[src/rtl/pcie_h2c_dsc_issuer.sv]
// Queues host-to-card transfer requests, issues them on the XDMA H2C descriptor-bypass port and
// counts the returning H2C stream bytes for one completion per descriptor. Option: PCIE_H2C_LEN_CHECK_EN.
module pcie_h2c_dsc_issuer #(
   parameter int          C_DATA_WIDTH    = 256,
   parameter int          REQ_DEPTH       = 8,
   parameter int          MAX_OUTSTANDING = 4,
   parameter logic [63:0] CARD_DST_ADDR   = 64'h0
) (
   input  logic                        i_user_clk,
   input  logic                        i_user_resetn,
   input  logic                        i_user_lnk_up,
   input  logic                        i_req_valid,
   output logic                        o_req_ready,
   input  logic [63:0]                 i_req_src_addr,
   input  logic [27:0]                 i_req_len,
   input  logic                        i_dsc_byp_ready,
   output logic                        o_dsc_byp_load,
   output logic [63:0]                 o_dsc_byp_src_addr,
   output logic [63:0]                 o_dsc_byp_dst_addr,
   output logic [27:0]                 o_dsc_byp_len,
   output logic [15:0]                 o_dsc_byp_ctl,
   input  logic [C_DATA_WIDTH-1:0]     i_s_axis_tdata,
   input  logic [C_DATA_WIDTH/8-1:0]   i_s_axis_tkeep,
   input  logic                        i_s_axis_tlast,
   input  logic                        i_s_axis_tvalid,
   output logic                        o_s_axis_tready,
   output logic [C_DATA_WIDTH-1:0]     o_m_axis_tdata,
   output logic [C_DATA_WIDTH/8-1:0]   o_m_axis_tkeep,
   output logic                        o_m_axis_tlast,
   output logic                        o_m_axis_tvalid,
   input  logic                        i_m_axis_tready,
   output logic                        o_cpl_valid,
   output logic [27:0]                 o_cpl_bytes,
   output logic                        o_cpl_err,
   output logic [3:0]                  o_inflight
);

   // state | meaning
   // IDLE  | waiting for a queued request, link up and an outstanding slot
   // ARM   | popping the FIFO head into the descriptor registers
   // LOAD  | descriptor presented; load strobes when bypass port is ready
   localparam logic [1:0] ST_IDLE = 2'd0;
   localparam logic [1:0] ST_ARM  = 2'd1;
   localparam logic [1:0] ST_LOAD = 2'd2;

   localparam int KEEP_W = C_DATA_WIDTH / 8;
   localparam int AW     = $clog2(REQ_DEPTH);

   logic [1:0]    r_state;
   logic [63:0]   r_q_addr [REQ_DEPTH];
   logic [27:0]   r_q_len  [REQ_DEPTH];
   logic [AW:0]   r_wr_ptr;
   logic [AW:0]   r_rd_ptr;
   logic [63:0]   r_dsc_src;
   logic [63:0]   r_dsc_dst;
   logic [27:0]   r_dsc_len;
   logic [15:0]   r_dsc_ctl;
   logic [27:0]   r_byte_acc;
   logic          r_cpl_valid;
   logic [27:0]   r_cpl_bytes;
   logic          r_cpl_err;
   logic [3:0]    r_inflight;

   logic          w_full;
   logic          w_empty;
   logic          w_push;
   logic          w_load;
   logic          w_tbeat;
   logic          w_tlast_beat;
   logic [27:0]   w_keep_cnt;
   logic [27:0]   w_tot;
   logic          w_err;

   assign w_empty      = (r_wr_ptr == r_rd_ptr);
   assign w_full       = (r_wr_ptr[AW] != r_rd_ptr[AW]) && (r_wr_ptr[AW-1:0] == r_rd_ptr[AW-1:0]);
   assign w_push       = i_req_valid && !w_full;
   assign w_load       = (r_state == ST_LOAD) && i_dsc_byp_ready;
   assign w_tbeat      = i_s_axis_tvalid && i_m_axis_tready;
   assign w_tlast_beat = w_tbeat && i_s_axis_tlast;
   assign w_tot        = r_byte_acc + w_keep_cnt;

   // tkeep is contiguous from the LSB, but a plain popcount is just as cheap and tolerant.
   always_comb begin
      w_keep_cnt = '0;
      for (int i = 0; i < KEEP_W; i++)
         w_keep_cnt = w_keep_cnt + 28'(i_s_axis_tkeep[i]);
   end

   assign o_req_ready        = !w_full;
   assign o_dsc_byp_load     = w_load;
   assign o_dsc_byp_src_addr = r_dsc_src;
   assign o_dsc_byp_dst_addr = r_dsc_dst;
   assign o_dsc_byp_len      = r_dsc_len;
   assign o_dsc_byp_ctl      = r_dsc_ctl;
   assign o_s_axis_tready    = i_m_axis_tready;
   assign o_m_axis_tdata     = i_s_axis_tdata;
   assign o_m_axis_tkeep     = i_s_axis_tkeep;
   assign o_m_axis_tlast     = i_s_axis_tlast;
   assign o_m_axis_tvalid    = i_s_axis_tvalid;
   assign o_cpl_valid        = r_cpl_valid;
   assign o_cpl_bytes        = r_cpl_bytes;
   assign o_cpl_err          = r_cpl_err;
   assign o_inflight         = r_inflight;

   always_ff @(posedge i_user_clk) begin
      if (w_push) begin
         r_q_addr[r_wr_ptr[AW-1:0]] <= i_req_src_addr;
         r_q_len[r_wr_ptr[AW-1:0]]  <= i_req_len;
      end
   end

   always_ff @(posedge i_user_clk or negedge i_user_resetn) begin
      if (!i_user_resetn) begin
         r_state   <= ST_IDLE;
         r_wr_ptr  <= '0;
         r_rd_ptr  <= '0;
         r_dsc_src <= '0;
         r_dsc_dst <= '0;
         r_dsc_len <= '0;
         r_dsc_ctl <= '0;
      end else begin
         if (w_push)
            r_wr_ptr <= r_wr_ptr + 1'b1;
         case (r_state)
            ST_IDLE: begin
               if (!w_empty && i_user_lnk_up && (r_inflight < 4'(MAX_OUTSTANDING)))
                  r_state <= ST_ARM;
            end
            ST_ARM: begin
               r_dsc_src <= r_q_addr[r_rd_ptr[AW-1:0]];
               r_dsc_len <= r_q_len[r_rd_ptr[AW-1:0]];
               r_dsc_dst <= CARD_DST_ADDR;
               r_dsc_ctl <= 16'h0010;
               r_rd_ptr  <= r_rd_ptr + 1'b1;
               r_state   <= ST_LOAD;
            end
            ST_LOAD: begin
               // A link drop here does not abandon the descriptor; it waits for ready.
               if (i_dsc_byp_ready)
                  r_state <= ST_IDLE;
            end
            default: r_state <= ST_IDLE;
         endcase
      end
   end

`ifdef PCIE_H2C_LEN_CHECK_EN
   localparam int LW = (MAX_OUTSTANDING > 1) ? $clog2(MAX_OUTSTANDING) : 1;

   logic [27:0]   r_lf_mem [MAX_OUTSTANDING];
   logic [LW-1:0] r_lf_wr;
   logic [LW-1:0] r_lf_rd;
   logic [3:0]    r_lf_cnt;
   logic          w_lf_pop;

   assign w_lf_pop = w_tlast_beat && (r_lf_cnt != 4'd0);
   assign w_err    = (r_lf_cnt == 4'd0) || (w_tot != r_lf_mem[r_lf_rd]);

   always_ff @(posedge i_user_clk) begin
      if (w_load)
         r_lf_mem[r_lf_wr] <= r_dsc_len;
   end

   always_ff @(posedge i_user_clk or negedge i_user_resetn) begin
      if (!i_user_resetn) begin
         r_lf_wr  <= '0;
         r_lf_rd  <= '0;
         r_lf_cnt <= '0;
      end else begin
         if (w_load)
            r_lf_wr <= (r_lf_wr == LW'(MAX_OUTSTANDING - 1)) ? '0 : r_lf_wr + 1'b1;
         if (w_lf_pop)
            r_lf_rd <= (r_lf_rd == LW'(MAX_OUTSTANDING - 1)) ? '0 : r_lf_rd + 1'b1;
         if (w_load && !w_lf_pop)
            r_lf_cnt <= r_lf_cnt + 4'd1;
         else if (w_lf_pop && !w_load)
            r_lf_cnt <= r_lf_cnt - 4'd1;
      end
   end
`else
   assign w_err = (r_inflight == 4'd0);
`endif

   always_ff @(posedge i_user_clk or negedge i_user_resetn) begin
      if (!i_user_resetn) begin
         r_byte_acc  <= '0;
         r_cpl_valid <= 1'b0;
         r_cpl_bytes <= '0;
         r_cpl_err   <= 1'b0;
         r_inflight  <= '0;
      end else begin
         r_cpl_valid <= 1'b0;
         r_cpl_err   <= 1'b0;
         if (w_tlast_beat) begin
            r_cpl_valid <= 1'b1;
            r_cpl_bytes <= w_tot;
            r_cpl_err   <= w_err;
            r_byte_acc  <= '0;
         end else if (w_tbeat) begin
            r_byte_acc  <= w_tot;
         end
         // A stray tlast with nothing outstanding leaves the counter pinned at zero.
         if (w_load && !w_tlast_beat)
            r_inflight <= r_inflight + 4'd1;
         else if (w_tlast_beat && !w_load && (r_inflight != 4'd0))
            r_inflight <= r_inflight - 4'd1;
      end
   end

endmodule

[config.mk]
export PLATFORM = sky130hd
export DESIGN_NAME = pcie_h2c_dsc_issuer
export DESIGN_NICKNAME = d
export VERILOG_FILES = /design/src/rtl/pcie_h2c_dsc_issuer.sv
export SDC_FILE = /design/constraint.sdc
export NUM_CORES = 1
export LEC_CHECK = 0
export ABC_AREA = 1
export BUFFER_PORTS_ARGS = -buffer_cell sky130_fd_sc_hd__buf_2
export CORE_AREA = 8 8 336 338
export CTS_CLUSTER_DIAMETER = 60
export DETAILED_ROUTE_END_ITERATION = 10
export DIE_AREA = 0 0 344 346
export RECOVER_POWER = 25
export SETUP_SLACK_MARGIN = 0.05
export SYNTH_ARGS = -nofsm -noshare
export SYNTH_HDL_FRONTEND = slang
export SYNTH_SLANG_ARGS = --single-unit
[constraint.sdc]
create_clock -name i_user_clk -period 6.91 [get_ports i_user_clk]
set_clock_uncertainty 0.2 [all_clocks]
set_input_delay 0.691 -clock i_user_clk [delete_from_list [all_inputs] [get_ports i_user_clk]]
set_output_delay 0.691 -clock i_user_clk [all_outputs]
set_load 0.03 [all_outputs]
== Word level (Yosys, flattened, before mapping) ==
Memory sizes are Yosys's and may differ from the RTL's. A register that Yosys moved wholly into a read port is not among the register bits.
Cells that the tools add are included.
Operators by class
  $add $sub $neg: 36
  multipliers: 0
  divide/modulo/power cells: 0
  $lt $le $gt $ge: 1
  eq/ne operators: 7
  shift operators: 0
  multiplexer cells: 11
  bitwise gates (word level): 0
  reduce and logical (&&, ||, !) cells: 22
Operator list (count)
  $add 28x1->28: 4
  $mux 28: 2
  $add 27x1->28: 1
  $add 28x28->28: 1
  $add 26x1->27: 1
  $add 25x1->26: 1
  $add 24x1->25: 1
  $add 23x1->24: 1
  $add 22x1->23: 1
  $add 21x1->22: 1
  $add 20x1->21: 1
  $add 19x1->20: 1
  $add 18x1->19: 1
  $add 17x1->18: 1
  $add 16x1->17: 1
  $add 15x1->16: 1
  $add 14x1->15: 1
  $add 13x1->14: 1
  $add 12x1->13: 1
  $add 11x1->12: 1
  $add 4x1->4 const B: 3
  $add 10x1->11: 1
  $add 9x1->10: 1
  $logic_and 1x1->1: 10
  other kinds (26): 38
Word-level totals
  flip-flop bits (word level): 73
  latch bits: 0
  RAM bits: 736
  bits in read-only memories: 0
  output and inout bits: 499
  logic and storage cells: 88
  memories: 2
Memories
  r_q_addr: words 8, bits a word 64, rd ports 1, clocked after memory_dff 1, write ports 1, RTL line 50  | logic [63:0] r_q_addr [REQ_DEPTH];
  r_q_len: words 8, bits a word 28, rd ports 1, clocked after memory_dff 1, write ports 1, RTL line 51  | logic [27:0] r_q_len [REQ_DEPTH];

== Depth between registers and ports, before layout ==
Gate-level depths: netlist (run 1).
  word-level depth: 34
  gate-level depth with buffers: 22
  mapped depth without buffers: 22

== Worst setup path after synthesis (run 1) ==
No wires, ideal clock.
  path type: register -> register
  start: register r_rd_ptr[0]
  end: memory r_q_addr[0][0] (enable)
  arrival: 5.246 ns
  required time: 6.167 ns
  setup slack: 0.921 ns
  stages on the path, launching flop included: 11
  path buffers: 1
  period minus slack after synthesis: 5.989 ns
  path through: dfrtp_1 buf_6 inv_4 nand2_1 nand4_1 nor2_1 nand2_1 nand2_1 inv_1 nand2_1 nor2_1
On the way
  cells in the longest elaborated chain, start to end: 6
Ends and longest elaborated chain
  start, declared: RTL line 53  | logic [AW:0] r_rd_ptr;
  start signal, assigned: RTL line 134  | r_rd_ptr <= r_rd_ptr + 1'b1;
  $eq 3x3->1: RTL line 75  | assign w_full = (r_wr_ptr[AW] != r_rd_ptr[AW]) && (r_wr_ptr[AW-1:0] == r_rd_ptr[AW-1:0]);
  $logic_and 1x1->1: RTL line 75
  $logic_not 1->1
  net o_req_ready: RTL line 13  | output logic o_req_ready,
  $logic_and 1x1->1: RTL line 76  | assign w_push = i_req_valid && !w_full;
  $mux 1: RTL line 106  | if (w_push) begin
  $mux 1 (not written as such): RTL line 107  | r_q_addr[r_wr_ptr[AW-1:0]] <= i_req_src_addr;
  end, declared: RTL line 50
The timed path passes the listed nets, and every way through them passes these cells.

== Final worst setup path (run 1) ==
  start: input port i_s_axis_tkeep[23]
  end: register r_byte_acc[8]
On the way
  cells in the longest elaborated chain, start to end: 12
Ends and longest elaborated chain
  start, declared: RTL line 23  | input logic [C_DATA_WIDTH/8-1:0] i_s_axis_tkeep,
  $add 23x1->24: RTL line 86  | w_keep_cnt = w_keep_cnt + 28'(i_s_axis_tkeep[i]);
  $add 24x1->25: RTL line 86
  $add 25x1->26: RTL line 86
  $add 26x1->27: RTL line 86
  $add 27x1->28: RTL line 86
  $add 28x1->28 (4 in a row): RTL line 86
  $add 28x28->28: RTL line 80  | assign w_tot = r_byte_acc + w_keep_cnt;
  $mux 28: RTL line 199  | end else if (w_tbeat) begin
  $mux 28: RTL line 194  | if (w_tlast_beat) begin
  end signal, assigned: RTL line 200  | r_byte_acc <= w_tot;
  end, declared: RTL line 58  | logic [27:0] r_byte_acc;
Every way passes these cells. The select of a mux whose other input is x is not followed.
A chain may end at the register's enable or synchronous reset.

==> results of run 1 <==
[worst max-delay path: stages]
cell and delay, ns:
buf_2 0.09, inv_1 0.05, fa_1 0.61, fa_1 0.45, fa_1 0.47, fa_1 0.57
fa_1 0.44, fa_1 0.50, inv_1 0.05, fa_1 0.45, fa_1 0.51, nand2_1 0.10
nand2_1 0.06, and2_1 0.20, nand2_1 0.09, nand2_2 0.11, xor2_1 0.19, nand2_1 0.07
nand2_1 0.08
[layer usage]
layer / routed length, um / up-vias / global-route usage [%]
met1: 50500 / 11600 / 26.1
met5: 680 / - / 3.63
met3: 30100 / 196 / 20.2
met2: 58600 / 1335 / 32.1
met4: 3590 / 26 / 5.69
li1: - / 10300 / -
[report_power, final]
group | switching [mW] | leakage (nW) | internal [mW] | total, mW
Combinational | 4.23 | 5.19 | 1.74 | 5.96
Sequential | 0.491 | 8.68 | 6.90 | 7.39
Clock | 2.25 | 1.70 | 3.29 | 5.54
[synthesized netlist by cell type]
master    instances
nor2_4            1
nor3_1            3
nand3b_1          7
inv_2             3
fa_1             27
mux2_2            1
ha_1             19
inv_4             1
buf_2           100
nand4_1           3
nand3_1         234
and2_1            1
edfxtp_1        736
clkbuf_1         32
buf_6             2
or2_2             2
o21ai_1          69
a31oi_1           1
nand2_2           3
dfrtp_1         165
inv_1            92
a21oi_1          93
o221ai_1        184
nand2_1         729
buf_1             5
o21ai_0          39
xnor2_1           4
xor2_1           11
buf_4           374
a22o_1            2
conb_1            1
nor2_1           51
nor4_1            1
[how the worst max path moves through the flow]
stage	startpoint	to	slack [ns]	depth (start not counted)
3_3_place_gp	i_s_axis_tkeep[23]	o_cpl_bytes[8]	0.91	19
3_5_place_dp	i_s_axis_tkeep[23]	r_byte_acc[24]	0.87	20
6_report	i_s_axis_tkeep[23]	r_byte_acc[8]	1.53	19
2_1_floorplan	r_rd_ptr[0]	r_q_addr[0][0]	0.92	10
4_1_cts	i_s_axis_tkeep[23]	r_byte_acc[8]	1.57	19
5_1_grt	i_s_axis_tkeep[23]	r_byte_acc[8]	1.24	19
[state kept, by name, indices dropped and copies added (netlist names), 4 cells and up]
register / count
r_q_addr: 512
r_q_len: 224
r_wr_ptr: 4
r_rd_ptr: 4
r_byte_acc: 28
o_dsc_byp_src_addr: 64
o_cpl_bytes: 28
o_dsc_byp_len: 28
o_inflight: 4
[kinds of logic (layout without fill, tap and decap cells)]
| logic type | count (synthesis) | in the layout |
|---|---|---|
| and+or+nand+nor | 1035 | 1035 |
| DFF | 901 | 901 |
| buffers and inverters | 609 | 623 |
| AOI/OAI and AO/OA | 388 | 388 |
| adders and majority gates | 46 | 46 |
| xor gates and xnor gates | 15 | 15 |
| other | 1 | 88 |
| muxes | 1 | 1 |
[through the flow]
step / cells / power, mW
2_1_floorplan: 3074 / 11.8
3_3_place_gp: 4308 / 13.4
3_5_place_dp: 4308 / 13.5
4_1_cts: 4502 / 19.1
5_1_grt: 4504 / 19.9
6_report: 4511 / 18.9
[layout make-up]
type                    count  area, um^2
fillers                 10200       65900
flip-flops and latches    901       26200
multi-input cells        1564        8210
clock buffers             129        2670
repair buffers            340        1810
well taps                1414        1770
clock inverters            58         813
inverters                  96         370
diodes                      9        22.5
==> impl_metrics.env, run 1 <==
export IMPL_finalHoldViolations=0
export IMPL_final_common_cell="edfxtp_1"
export IMPL_clk_pin_slew_worst_paths_ns=0.06
export IMPL_cts_setup_buffers=0
export IMPL_r2r_start="r_byte_acc[0]"
export IMPL_clk_latency_ns=0.70
export IMPL_portBuffers=295
export IMPL_r2r_setup_slack_ns=1.89
export IMPL_synth_compound_area_share_pct=6.97
export IMPL_synthXorXnorAreaFrac_pct=0.347
export IMPL_synth_top_family_by_area="simple AND/OR/NAND/NOR gates"
export IMPL_critPathMaxFanout=7
export IMPL_start_util_pct=35.1
export IMPL_slew_violations=0
export IMPL_hpwl_um=98500
export IMPL_grt_pass1_wl_um=192000
export IMPL_cts_tree="yes"
export IMPL_area_growth_synth_to_final_pct=10.6
export IMPL_synth_seq_cells=901
export IMPL_min_from="i_req_src_addr[38]"
export IMPL_leakage_nw=15.6
export IMPL_drc=0
export IMPL_fmaxAchievable_ghz=0.186
export IMPL_hold_buffers=7
export IMPL_post_route_min_period_ns=5.38
export IMPL_synth_simple_area_share_pct=11.2
export IMPL_fin_ws_ns=1.53
export IMPL_die_area_um2=119000
export IMPL_grt_usage_pct=23.1
export IMPL_gp_congestion=0.854
export IMPL_r2r_end="r_byte_acc[8]"
export IMPL_grt_pass1_vias=22500
export IMPL_syn_avg_cell_area_um2=12.6
export IMPL_synth_distinct_cells=33
export IMPL_crit_path_start_kind="input port"
export IMPL_r2r_cells=17
export IMPL_hp_class="input port to flip-flop"
export IMPL_worst_pin_slew_ns=1.18
export IMPL_htreeDepth=3
export IMPL_grt_ovfl_total=0
export IMPL_cts_root_buf="clkbuf_16"
export IMPL_fin_crit_sh_pct=77.8
export IMPL_synthCells=2996
export IMPL_nets=3436
export IMPL_crit_type="input port to flip-flop"
export IMPL_utilization_pct=38.9
export IMPL_cp_arrival_ns=5.76
export IMPL_core_um2=108000
export IMPL_fin_area_um2=41900
export IMPL_vias=23500
export IMPL_drive_gt1_share_pct=14.3
export IMPL_yosysSeqAreaShare_pct=69.3
export IMPL_synth_top_area_cell="edfxtp_1"
export IMPL_cts_resized=0
export IMPL_outcome="completed"
export IMPL_wl_um=144000
export IMPL_rows=121
export IMPL_final_cell_mix="736 x edfxtp_1, 729 x nand2_1, 234 x nand3_1, 218 x buf_2, 184 x o221ai_1"
export IMPL_io_pins=887
export IMPL_vdd_drop_max_uv=269
export IMPL_slew_limit_headroom_pct=21.4
export IMPL_yosysWarnings=0
export IMPL_crit_required_ns=7.30
export IMPL_firstDrtPassIters=5
export IMPL_via_per_inst=5.20
export IMPL_setup_violations=0
export IMPL_fin_hold_ws_ns=0.103
export IMPL_synth_area_um2=37900
export IMPL_grt_max_degree=134
export IMPL_whs_path_depth=1
export IMPL_clkSinkCount=901
export IMPL_cts_buffer_depth=3
export IMPL_synth_mux_area_fraction_pct=0.0297
export IMPL_min_to="r_q_addr[7][38]"
export IMPL_wl_per_cell_um=31.8
export IMPL_worst_setup_path_end_kind="flip-flop"
export IMPL_max_cap_viol_count=0
export IMPL_drt_antenna_violating_nets=0
export IMPL_synth_top_area_share_pct=58.4
export IMPL_synthAdderAreaFrac_pct=2.06
export IMPL_synthTopCellsByArea="edfxtp_1 58%, dfrtp_1 11%, buf_4 7.4%"
export IMPL_drt_initial_drc_count=1769
export IMPL_place_area_um2=38400
export IMPL_antenna_found_initial=25
export IMPL_numCtsBuffers=99
export IMPL_rsz0062_at_grt="no"
export IMPL_post_place_ws_ns=0.871
export IMPL_die_height_um=346
export IMPL_finalSetupTns_ns=0
export IMPL_powerDensity_nw_per_um2=451
export IMPL_fp_dieW_um=344
Note: power is estimated with default switching activity, not from simulation.
==> run 2, diff against run 1 <==
clock period = 5.04 ns   (was 6.91 ns; I/O delays follow)
==> run 2 against run 1 <==
Effect of this change:
- clock-buffer cell count grew 21
- utilization grew 0.99 points
- critical path depth shrank 1
- clock power grew 26%
- sequential power grew 37%
- design area grew 2.5%
- power grew 37%
- wire length grew 2.5%
- via count grew 2.8%
- non-clock buffer count grew 122
- critical path type unchanged
- largest power group unchanged
==> impl_metrics.env, run 2 (same netlist as run 1, synthesis figures left out) <==
export IMPL_die_area_um2=119000
export IMPL_core_um2=108000
export IMPL_clkSinkCount=901
export IMPL_stdcell_count=4641
export IMPL_antenna_found_initial=17
export IMPL_regArea_um2=26200
export IMPL_fp_dieW_um=344
export IMPL_slew_violations=0
export IMPL_grt_max_degree=169
export IMPL_hpwl_um=98600
export IMPL_outcome="completed"
export IMPL_drt_antenna_violating_nets=0
export IMPL_drive_gt1_share_pct=14.9
export IMPL_vias=24100
export IMPL_worst_setup_path_end_kind="flip-flop"
export IMPL_slew_limit_headroom_pct=19.6
export IMPL_critPathMaxFanout=5
export IMPL_gp_congestion=0.924
export IMPL_clk_pin_slew_worst_paths_ns=0.06
export IMPL_clk_latency_ns=0.67
export IMPL_rows=121
export IMPL_final_cell_mix="736 x edfxtp_1, 724 x nand2_1, 231 x nand3_1, 223 x buf_2, 184 x o221ai_1"
export IMPL_area_growth_synth_to_final_pct=13.4
export IMPL_cts_setup_buffers=0
export IMPL_cp_arrival_ns=5.17
export IMPL_wl_um=147000
export IMPL_largest_reg_flops=512
export IMPL_max_cap_viol_count=0
export IMPL_fill_cells=10200
export IMPL_numCtsBuffers=100
export IMPL_start_util_pct=35.1
export IMPL_htreeDepth=3
export IMPL_via_per_inst=5.20
export IMPL_grt_pass1_vias=22800
export IMPL_post_route_min_period_ns=4.86
export IMPL_drt_initial_drc_count=2220
export IMPL_die_height_um=346
export IMPL_powerDensity_nw_per_um2=604
export IMPL_rsz0062_at_grt="no"
export IMPL_grt_ovfl_total=0
export IMPL_cts_root_buf="clkbuf_16"
export IMPL_crit_type="input port to flip-flop"
export IMPL_crit_required_ns=5.36
export IMPL_cts_buffer_depth=3
export IMPL_hp_class="input port to flip-flop"
export IMPL_drc=0
export IMPL_leakage_nw=16.0
export IMPL_final_common_cell="edfxtp_1"
export IMPL_multi_input_area_um2=8270
export IMPL_grt_usage_pct=23.6
export IMPL_nets=3559
export IMPL_finalHoldViolations=0
export IMPL_wl_per_cell_um=31.7
export IMPL_fin_hold_ws_ns=0.128
export IMPL_firstDrtPassIters=6
export IMPL_cts_tree="yes"
export IMPL_io_pins=887
export IMPL_worst_pin_slew_ns=1.20
export IMPL_post_place_cells=4342
export IMPL_fin_area_um2=43000
export IMPL_portBuffers=295
export IMPL_grt_pass1_wl_um=197000
export IMPL_finalSetupTns_ns=0
export IMPL_crit_path_start_kind="input port"
export IMPL_place_area_um2=38900
export IMPL_fmaxAchievable_ghz=0.206
export IMPL_utilization_pct=39.9
export IMPL_vdd_drop_max_uv=472
export IMPL_fin_crit_sh_pct=96.4
export IMPL_setup_violations=0
run 2: cell types whose count changed in the layout (fill, tap and decap cells not counted), sizes merged:
| cell | delta |
|---|---|
| buf | +39 |
| clkinv | -8 |
| dlygate4sd3 | +88 |
| clkinvlp | +1 |
| bufinv | -14 |
| diode | +8 |
| clkbuf | +16 |
run 2: layout make-up:
type                            instances  share of cell area [%]
Sequential cell                       901                    61.1
Multi-Input combinational cell       1564                    19.3
Timing Repair Buffer                  462                    7.19
Clock buffer                          150                    6.62
Tap cell                             1414                    4.12
Inverter                               96                   0.862
Clock inverter                         37                   0.795
Antenna cell                           17                  0.0990
run 2: power breakdown:
| group | switching (mW) | internal (mW) | total, mW |
|---|---|---|---|
| combinational | 5.95 | 2.91 | 8.86 |
| sequential | 0.686 | 9.46 | 10.1 |
| clock | 3.01 | 3.94 | 6.96 |
| total | 9.65 | 16.3 | 26.0 |
run 2: metal layers:
metal	part of all wire (%)	vias up	wire length [um]	GRT usage, %
met2	42	1403	61700	33.6
met3	20	196	29600	20.4
met5	0.80	-	1180	6.57
met4	2.3	26	3450	5.39
met1	35	12000	51100	26.1
li1	-	10500	-	-
run 2: path summary, 6_finish.rpt:
kind / start / to / slack [ns] / depth (start not counted)
max: i_s_axis_tkeep[17] / o_cpl_bytes[26] / 0.18 / 18
min: i_req_valid / r_wr_ptr[2] / 0.13 / 3
max reg2reg: r_byte_acc[0] / o_cpl_bytes[26] / 0.37 / 16
min reg2reg: r_state[0] / r_state[0] / 0.26 / 1
max in group asynchronous: i_user_resetn / o_dsc_byp_src_addr[46] / 3.07 / 3
min in group asynchronous: i_user_resetn / o_cpl_bytes[0] / 0.28 / 2
run 2: critical path, cell delays in order:
cell and delay (ns):
buf_2 0.12, fa_1 0.54, inv_1 0.05, fa_1 0.52, fa_1 0.45, fa_1 0.55
fa_1 0.43, fa_1 0.49, inv_1 0.05, fa_2 0.37, fa_2 0.36, buf_4 0.15
nand3_1 0.17, nand3_4 0.13, nand2_1 0.09, nand2_1 0.06, nand3_1 0.07, nand2_1 0.05
run 2: repair_timing:
| item | in CTS | in global routing |
|---|---|---|
| hold buffers | 95 | 0 |
| endpoints found under the hold margin | 818 | 0 |
| resized for setup | 0 | 4 |
| endpoints found under the setup margin | 0 | 14 |
run 2: metrics by stage:
step           setup WS, ns  power [mW]
3_3_place_gp         -0.454        19.0
6_report              0.181        26.0
4_1_cts               0.214        26.1
3_5_place_dp         -0.471        19.1
5_1_grt              0.0517        27.3
2_1_floorplan        -0.949        16.3
